<file path="src/rtl/prog_loader_pkg.sv">
// Shared types and defaults for the program loader.
// State encoding, parameter defaults and width helpers.
package prog_loader_pkg;

  typedef enum logic [2:0] {
    S_IDLE = 3'd0,
    S_LOAD = 3'd1,
    S_HOLD = 3'd2,
    S_RUN  = 3'd3,
    S_DONE = 3'd4
  } state_e;

  localparam int WORD_W_DEF = 32;
  localparam int DEPTH_DEF  = 256;
  localparam int HOLD_DEF   = 10;
  localparam int RUN_DEF    = 100;

  function automatic int addr_w(input int d);
    return (d > 1) ? $clog2(d) : 1;
  endfunction

  // Phase counter only ever reaches max(hold, run) - 1.
  function automatic int cnt_w(input int h, input int r);
    int m;
    m = (h > r) ? h : r;
    return (m > 1) ? $clog2(m) : 1;
  endfunction

endpackage

</file>
<file path="src/rtl/word_packer.sv">
// Packs a byte stream MSB-first into words; a short final word is zero-filled.
// Ports: clk, rst, clr_i, byte_valid_i, byte_i, last_i -> word_valid_o, word_last_o, word_o.
module word_packer #(
  parameter int WORD_W = 32
) (
  input  logic              clk,
  input  logic              rst,
  input  logic              clr_i,
  input  logic              byte_valid_i,
  input  logic [7:0]        byte_i,
  input  logic              last_i,
  output logic              word_valid_o,
  output logic              word_last_o,
  output logic [WORD_W-1:0] word_o
);

  localparam int NB    = WORD_W / 8;
  localparam int IDX_W = (NB > 1) ? $clog2(NB) : 1;

  logic [IDX_W-1:0]  idx_q, idx_d;
  logic [WORD_W-1:0] buf_q, buf_d;
  logic [WORD_W-1:0] word_q, word_d;
  logic              vld_q, vld_d;
  logic              lst_q, lst_d;
  logic [WORD_W-1:0] merged;
  logic              full;

  always_comb begin
    merged = buf_q
           | (WORD_W'(byte_i) << (WORD_W - 8 - 8 * int'(idx_q)));
    full   = (idx_q == IDX_W'(NB - 1));
    idx_d  = idx_q;
    buf_d  = buf_q;
    word_d = word_q;
    vld_d  = 1'b0;
    lst_d  = 1'b0;
    if (clr_i) begin
      idx_d = '0;
      buf_d = '0;
    end else if (byte_valid_i) begin
      if (full || last_i) begin
        // buf restarts at zero, which also zero-fills short words
        idx_d  = '0;
        buf_d  = '0;
        word_d = merged;
        vld_d  = 1'b1;
        lst_d  = last_i;
      end else begin
        idx_d = idx_q + IDX_W'(1);
        buf_d = merged;
      end
    end
  end

  always_ff @(posedge clk or posedge rst) begin
    if (rst) begin
      idx_q  <= '0;
      buf_q  <= '0;
      word_q <= '0;
      vld_q  <= 1'b0;
      lst_q  <= 1'b0;
    end else begin
      idx_q  <= idx_d;
      buf_q  <= buf_d;
      word_q <= word_d;
      vld_q  <= vld_d;
      lst_q  <= lst_d;
    end
  end

  assign word_valid_o = vld_q;
  assign word_last_o  = lst_q;
  assign word_o       = word_q;

endmodule

</file>
<file path="src/rtl/prog_loader.sv">
// Streams a program into memory, holds the CPU, runs it until halt or timeout.
// Ports: byte stream in, memory write out, cpu_run/halt, done/timeout/overflow status.
module prog_loader
  import prog_loader_pkg::*;
#(
  parameter int WORD_W      = WORD_W_DEF,
  parameter int DEPTH       = DEPTH_DEF,
  parameter int HOLD_CYCLES = HOLD_DEF,
  parameter int RUN_CYCLES  = RUN_DEF,
  localparam int ADDR_W     = addr_w(DEPTH)
) (
  input  logic              clk,
  input  logic              rst,
  input  logic              start,
  input  logic              in_valid,
  input  logic [7:0]        in_data,
  input  logic              in_last,
  output logic              in_ready,
  output logic              mem_we,
  output logic [ADDR_W-1:0] mem_addr,
  output logic [WORD_W-1:0] mem_wdata,
  output logic              cpu_run,
  input  logic              halt,
  output logic              done,
  output logic              timeout,
  output logic              overflow,
  output logic [ADDR_W:0]   words_loaded
);

  localparam int CNT_W   = cnt_w(HOLD_CYCLES, RUN_CYCLES);
  localparam int HOLD_LS = (HOLD_CYCLES > 0) ? HOLD_CYCLES - 1 : 0;
  localparam int RUN_LS  = (RUN_CYCLES > 0) ? RUN_CYCLES - 1 : 0;

  state_e            state_q, state_d;
  logic [CNT_W-1:0]  cnt_q, cnt_d;
  logic [ADDR_W:0]   words_q, words_d;
  logic              to_q, to_d;
  logic              ov_q, ov_d;
  logic              clr;
  logic              room;
  logic              wv, wl;
  logic [WORD_W-1:0] wdata;

  word_packer #(
    .WORD_W(WORD_W)
  ) u_pack (
    .clk         (clk),
    .rst         (rst),
    .clr_i       (clr),
    .byte_valid_i(in_valid && in_ready),
    .byte_i      (in_data),
    .last_i      (in_last),
    .word_valid_o(wv),
    .word_last_o (wl),
    .word_o      (wdata)
  );

  always_comb begin
    state_d = state_q;
    cnt_d   = cnt_q;
    words_d = words_q;
    to_d    = to_q;
    ov_d    = ov_q;
    clr     = 1'b0;
    room    = (words_q < (ADDR_W+1)'(DEPTH));
    // no new bytes while the final word is being written
    in_ready = (state_q == S_LOAD) && !(wv && wl);
    mem_we   = wv && room;
    if (mem_we) words_d = words_q + 1'b1;
    if (wv && !room) ov_d = 1'b1;
    unique case (state_q)
      S_IDLE, S_DONE: begin
        if (start) begin
          state_d = S_LOAD;
          cnt_d   = '0;
          words_d = '0;
          to_d    = 1'b0;
          ov_d    = 1'b0;
          clr     = 1'b1;
        end
      end
      S_LOAD: begin
        if (wv && wl) begin
          cnt_d   = '0;
          state_d = (HOLD_CYCLES == 0) ? S_RUN : S_HOLD;
        end
      end
      S_HOLD: begin
        if (cnt_q == CNT_W'(HOLD_LS)) begin
          cnt_d   = '0;
          state_d = S_RUN;
        end else begin
          cnt_d = cnt_q + 1'b1;
        end
      end
      S_RUN: begin
        if (halt) begin
          state_d = S_DONE;
          to_d    = 1'b0;
        end else if (cnt_q == CNT_W'(RUN_LS)) begin
          state_d = S_DONE;
          to_d    = 1'b1;
        end else begin
          cnt_d = cnt_q + 1'b1;
        end
      end
      default: state_d = S_IDLE;
    endcase
  end

  always_ff @(posedge clk or posedge rst) begin
    if (rst) begin
      state_q <= S_IDLE;
      cnt_q   <= '0;
      words_q <= '0;
      to_q    <= 1'b0;
      ov_q    <= 1'b0;
    end else begin
      state_q <= state_d;
      cnt_q   <= cnt_d;
      words_q <= words_d;
      to_q    <= to_d;
      ov_q    <= ov_d;
    end
  end

  assign mem_addr     = words_q[ADDR_W-1:0];
  assign mem_wdata    = wdata;
  assign cpu_run      = (state_q == S_RUN);
  assign done         = (state_q == S_DONE);
  assign timeout      = to_q;
  assign overflow     = ov_q;
  assign words_loaded = words_q;

endmodule

</file>
<file path="config.mk">
export PLATFORM = sky130hd
export DESIGN_NAME = prog_loader
export DESIGN_NICKNAME = d
export VERILOG_FILES = /design/src/rtl/prog_loader_pkg.sv /design/src/rtl/word_packer.sv /design/src/rtl/prog_loader.sv
export SDC_FILE = /design/constraint.sdc
export NUM_CORES = 1
export LEC_CHECK = 0
export BUFFER_PORTS_ARGS = -buffer_cell sky130_fd_sc_hd__buf_2
export CAP_MARGIN = 5
export CORE_UTILIZATION = 60
export DETAILED_ROUTE_END_ITERATION = 10
export GPL_TIMING_DRIVEN = 0
export PLACE_DENSITY = 0.85
export SKIP_CTS_REPAIR_TIMING = 1
export SKIP_LAST_GASP = 1
export SYNTH_ARGS = -nofsm -noshare
export SYNTH_HDL_FRONTEND = slang
export SYNTH_HIERARCHICAL = 1
export SYNTH_SLANG_ARGS = --single-unit
</file>
<file path="constraint.sdc">
create_clock -name clk -period 4.3 [get_ports clk]
set_input_delay 0.43 -clock clk [delete_from_list [all_inputs] [get_ports clk]]
set_output_delay 0.43 -clock clk [all_outputs]
set_load 0.005 [all_outputs]
</file>
# After elaboration in Yosys (flattened, before gate mapping)
# Index checks and enable logic that the tools add are counted.
# totals
word_cells	84
out_inout_bits	55
regBits	89
# op_classes
add_sub_neg	4
shifts	1
n_eq_ne	13
order_cmp	1
muxes	36
n_bitwise	2
reduce_logical	17
# op_table
cell	count
$mux 32	3
$mux 7	5
$or 32x32->32	1
$shl 8x32->32	1
$pmux 7 s4	1
$mux 9	3
$mux 3	5
$mux 1	14
$pmux 3 s4	1
$add 9x1->9 const B	1
$lt 9x9->1 const B	1
$ne 2x2->1 const B	4
$add 7x1->7 const B	1
$eq 7x4->1 const B	1
$eq 7x7->1 const B	1
$eq 3x2->1 const B	2
$mux 2	3
$reduce_and 3->1	2
$sub 5x5->6 const A	1
$logic_and 1x1->1	5
$reduce_and 5->1	1
$reduce_and 4->1	1
$reduce_bool 2->1	2
$reduce_bool 4->1	1
12 further kinds	13

# Longest topological paths before layout
# depth
word_depth	6
mapped_depth	9

# Hierarchy
# Netlist, hierarchy kept.
# modules_own_cells
mod	area_each_um2	cells_each	n_inst
word_packer	2723.9	247	1
prog_loader	1251.2	138	1

# Worst setup path after synthesis
# Ideal clock, no wire load.
# synth_path
path_kind	register to register
from	register state_q[0]
to	register u_pack.buf_q[24]
path_stages_with_launch	9
path_buffers	1
slack_ps	2126
synth_period_minus_slack_ps	2174
arrival_ps	2108
path_cell_list	dfrtp_1 -> buf_2 -> nor2_1 -> a21oi_1 -> nor3_1 -> and2_1 -> or4b_1 -> nor3_4 -> a22o_1
# synth_via
elab_chain_cells	4
elab_cells_between_ends	9
cone_classes	2 x eq/ne; 2 x mux; 5 x reduce/logical
# synth_lines
element	line_no	source
from (decl)	prog_loader.sv:34	state_e state_q, state_d;
from (signal assigned)	prog_loader.sv:119	state_q <= state_d;
$eq 3x1->1	prog_loader.sv:67	in_ready = (state_q == S_LOAD) && !(wv && wl);
$logic_and 1x1->1	prog_loader.sv:67	
via in_ready	prog_loader.sv:18	output logic in_ready,
$logic_and 1x1->1	prog_loader.sv:50	.byte_valid_i(in_valid && in_ready),
$reduce_bool 2->1 (no source line)	n/a	
to (signal assigned)	word_packer.sv:64	buf_q <= buf_d;
to (decl)	word_packer.sv:21	logic [WORD_W-1:0] buf_q, buf_d;
# The timed path passes the listed nets, and every way through them passes these cells.
# A chain may end at the register's enable or synchronous reset.

# Worst setup path after layout
# layout_path
from	register state_q[0]
to	register u_pack.word_q[24] (netlist: u_pack/word_o[24])
# layout_via
elab_chain_cells	5
elab_cells_between_ends	9
cone_classes	2 x eq/ne; 1 x mux; 1 x bitwise; 5 x reduce/logical
# layout_lines
element	line_no	source
$eq 3x3->1 or $logic_not 3->1 (tied branches)	prog_loader.sv:71	unique case (state_q)
$reduce_or 2->1 *	prog_loader.sv:71	
$mux 1 *	prog_loader.sv:71	
via clr	prog_loader.sv:39	logic clr;
$not 1->1 (no source line) *	n/a	
$reduce_and 3->1 (no source line) *	n/a	
to (signal assigned)	word_packer.sv:65	word_q <= word_d;
to (decl)	word_packer.sv:22	logic [WORD_W-1:0] word_q, word_d;
# Mark *: on every way through the listed nets, which the timed path passes. The rest lies on a longest branch.

==> out/qor.txt <==
Clock sink total: 89
VDD IR-drop max: 0.429 mV
First-pass GRT wire length: 15.0 mm
Largest net degree at the start of global routing: 46
Total number of vias: 3284
Crit. End Element: flip-flop
Die W: 83.4 microns
DRT Pass-1 Iters: 4
Power per Cell Area: 512 nW/um^2
Worst slew margin: 39.5%
Status: complete, no violations
Distinct cells, synth: 47
GR Util All Layers: 27.4%
Vias per cell: 6.10
Skew-Pair Late Insertion Delay: 360 ps
Clock tree buffer depth: 2
# setup viols final: 0
Commonest cells after routing, fill and taps aside: 89 x dfrtp_1, 68 x o21ai_0, 62 x buf_2
Port Buf Inserts: 60
Post-synthesis sequential area ratio: 56.0%
Crit Path Category: reg -> reg
Dpl hpwl: 6.24 mm
CORE AREA: 6390 sq um
Final Hold Violating Endpoints: 0
Synthesized cell area: 3980 sq um
Reg area: 2230 sq um
Worst Path Required: 4520 ps
Starting DRT DRC Count: 149
Dominant synthesized flop cell: dfrtp_1
Synth Instances: 385
Final period util: 66.5%
Min-Delay Path Class: in -> async
Initial Util: 62.2%
Number of synthesized register bits: 89
GRT Residual Overflow: 0
Num CTS Buffers: 9
Post-synth EDFFs: 0
Final Max Slew Viols: 0
Post-synth ARST share: 100%
Num rows: 29
Die height: 83.4 microns
Vias in the first global route: 3170
Area Overhead vs Synth: 16.6%
TritonCTS clock tree: yes
Crit-path max FO: 16
Ant. Diodes: 0
Root Driver: clkbuf_8
Leakage: 2.26 nW
Multi-input gate area: 1530 sq um
Syn Nets: 403
Layout net count: 475
Unrepaired setup endpoints after global routing: false
CP startpoint kind: flip-flop
Synth warn: 6
Worst EP arrival: 3080 ps
Max-Cap Viols: 0
FILL cells: 475
Placer congestion estimate: 0.872
Clock Skew: 9.07 ps
Syn_area_per_cell: 10.3 sq um
Commonest non-fill, non-tap cell in the layout: dfrtp_1
DRC: 0
Die area: 6950 sq um
Finished Layout Cells: 538
Final TNS setup: 0 ps
Initial antenna violation count: 0
I/O pin cnt: 69
H-tree depth: 3
WL/cell: 16.8 microns
Placed cells: 523
Final period demand of the worst path: 2860 ps
Worst-path clk slew: 90 ps
Post-route ant nets: 0
Drt total wl: 9.03 mm
Max frequency: 350 MHz
Share of cells above drive strength 1: 21.0%
Worst-margin pin slew: 900 ps
power by group:
part           internal [mW]  total [mW]  switching (mW)
combinational          0.231       0.650           0.419
sequential             0.961        1.04          0.0746
clock                  0.399       0.685           0.287
state kept, by name, indices dropped and copies added (netlist names):
| signal | cells |
|---|---|
| cnt_q | 7 |
| overflow | 1 |
| state_q | 3 |
| timeout | 1 |
| u_pack/buf_q | 32 |
| u_pack/idx_q | 2 |
| u_pack/word_last_o | 1 |
| u_pack/word_o | 32 |
| u_pack/word_valid_o | 1 |
| words_loaded | 9 |
synthesized netlist by cell type (4+ instances only):
master,number,area (sq um)
dfrtp_1,89,2230
o21ai_0,68,340
a21oi_1,42,210
a22o_1,32,280
nor2_1,25,93.8
clkbuf_1,18,67.6
inv_1,10,37.5
buf_4,9,67.6
nand2_1,8,30.0
nand2b_1,8,50.1
buf_1,7,26.3
nor3_1,6,30.0
xor2_1,6,52.6
ha_1,4,50.1
nor2b_1,4,25.0
or3_1,4,25.0
worst paths after layout:
| check | start | end | slack (ps) | cells past startpoint |
|---|---|---|---|---|
| min in group clk | halt | timeout | 310 | 2 |
| worst min-delay path | rst | u_pack/word_o[19] | 110 | 2 |
| max in group asynchronous | rst | u_pack/word_o[6] | 3570 | 3 |
| worst min register to register | u_pack/word_o[11] | u_pack/word_o[11] | 510 | 2 |
| worst max-delay path | state_q[0] | u_pack/word_o[24] | 1440 | 8 |
| worst max register to register | state_q[0] | u_pack/word_o[24] | 1440 | 8 |
layer usage:
| metal | track usage [%] | up-vias | part of all wire [%] |
|---|---|---|---|
| met3 | 4.87 | 10 | 6.0 |
| met4 | 11.1 | 0 | 1.4 |
| met2 | 42.8 | 126 | 48 |
| met1 | 38.5 | 1635 | 44 |
| met5 | 0 | - | 0 |
| li1 | - | 1513 | - |
cells by family after synthesis:
| family | Yosys count | share of synthesized area (%) |
|---|---|---|
| compound gates | 157 | 24.2 |
| flops | 89 | 56.0 |
| simple gates | 77 | 10.6 |
| buf+inv | 47 | 5.38 |
| xor+xnor | 8 | 1.76 |
| fa+ha+maj | 4 | 1.26 |
| mux | 3 | 0.787 |
through the flow:
stage / cell area (sq um) / power [mW] / utilization [%] / setup WS [ps] / hold WS [ps]
after detailed placement: 4390 / 1.69 / 68.8 / 1500 / 493
after global placement: 4370 / 1.66 / 68.5 / 1460 / 488
after CTS: 4630 / 2.38 / 72.6 / 1470 / 113
after floorplan: 3980 / 1.46 / - / 2130 / 407
after global routing: 4630 / 2.50 / 72.6 / 1230 / 149
final: 4630 / 2.37 / 72.6 / 1440 / 111
layout make-up:
type / instances / share of cell area [%]
Sequential cell: 89 / 48.1
Multi-Input combinational cell: 249 / 33.1
Timing Repair Buffer: 61 / 6.91
Buffer: 37 / 3.81
Clock buffer: 10 / 2.97
Clock inverter: 5 / 2.24
Tap cell: 77 / 2.08
Inverter: 10 / 0.810
critical path, stage by stage, from the launching register on:
cell and delay, ps:
dfrtp_1 350, buf_2 200, nor2_1 80, nor3_1 400, clkbuf_1 650, nand2b_1 330, or2_2 210, clkbuf_1 330
o21ai_0 190
No activity file was read; power rests on OpenSTA's default activity.
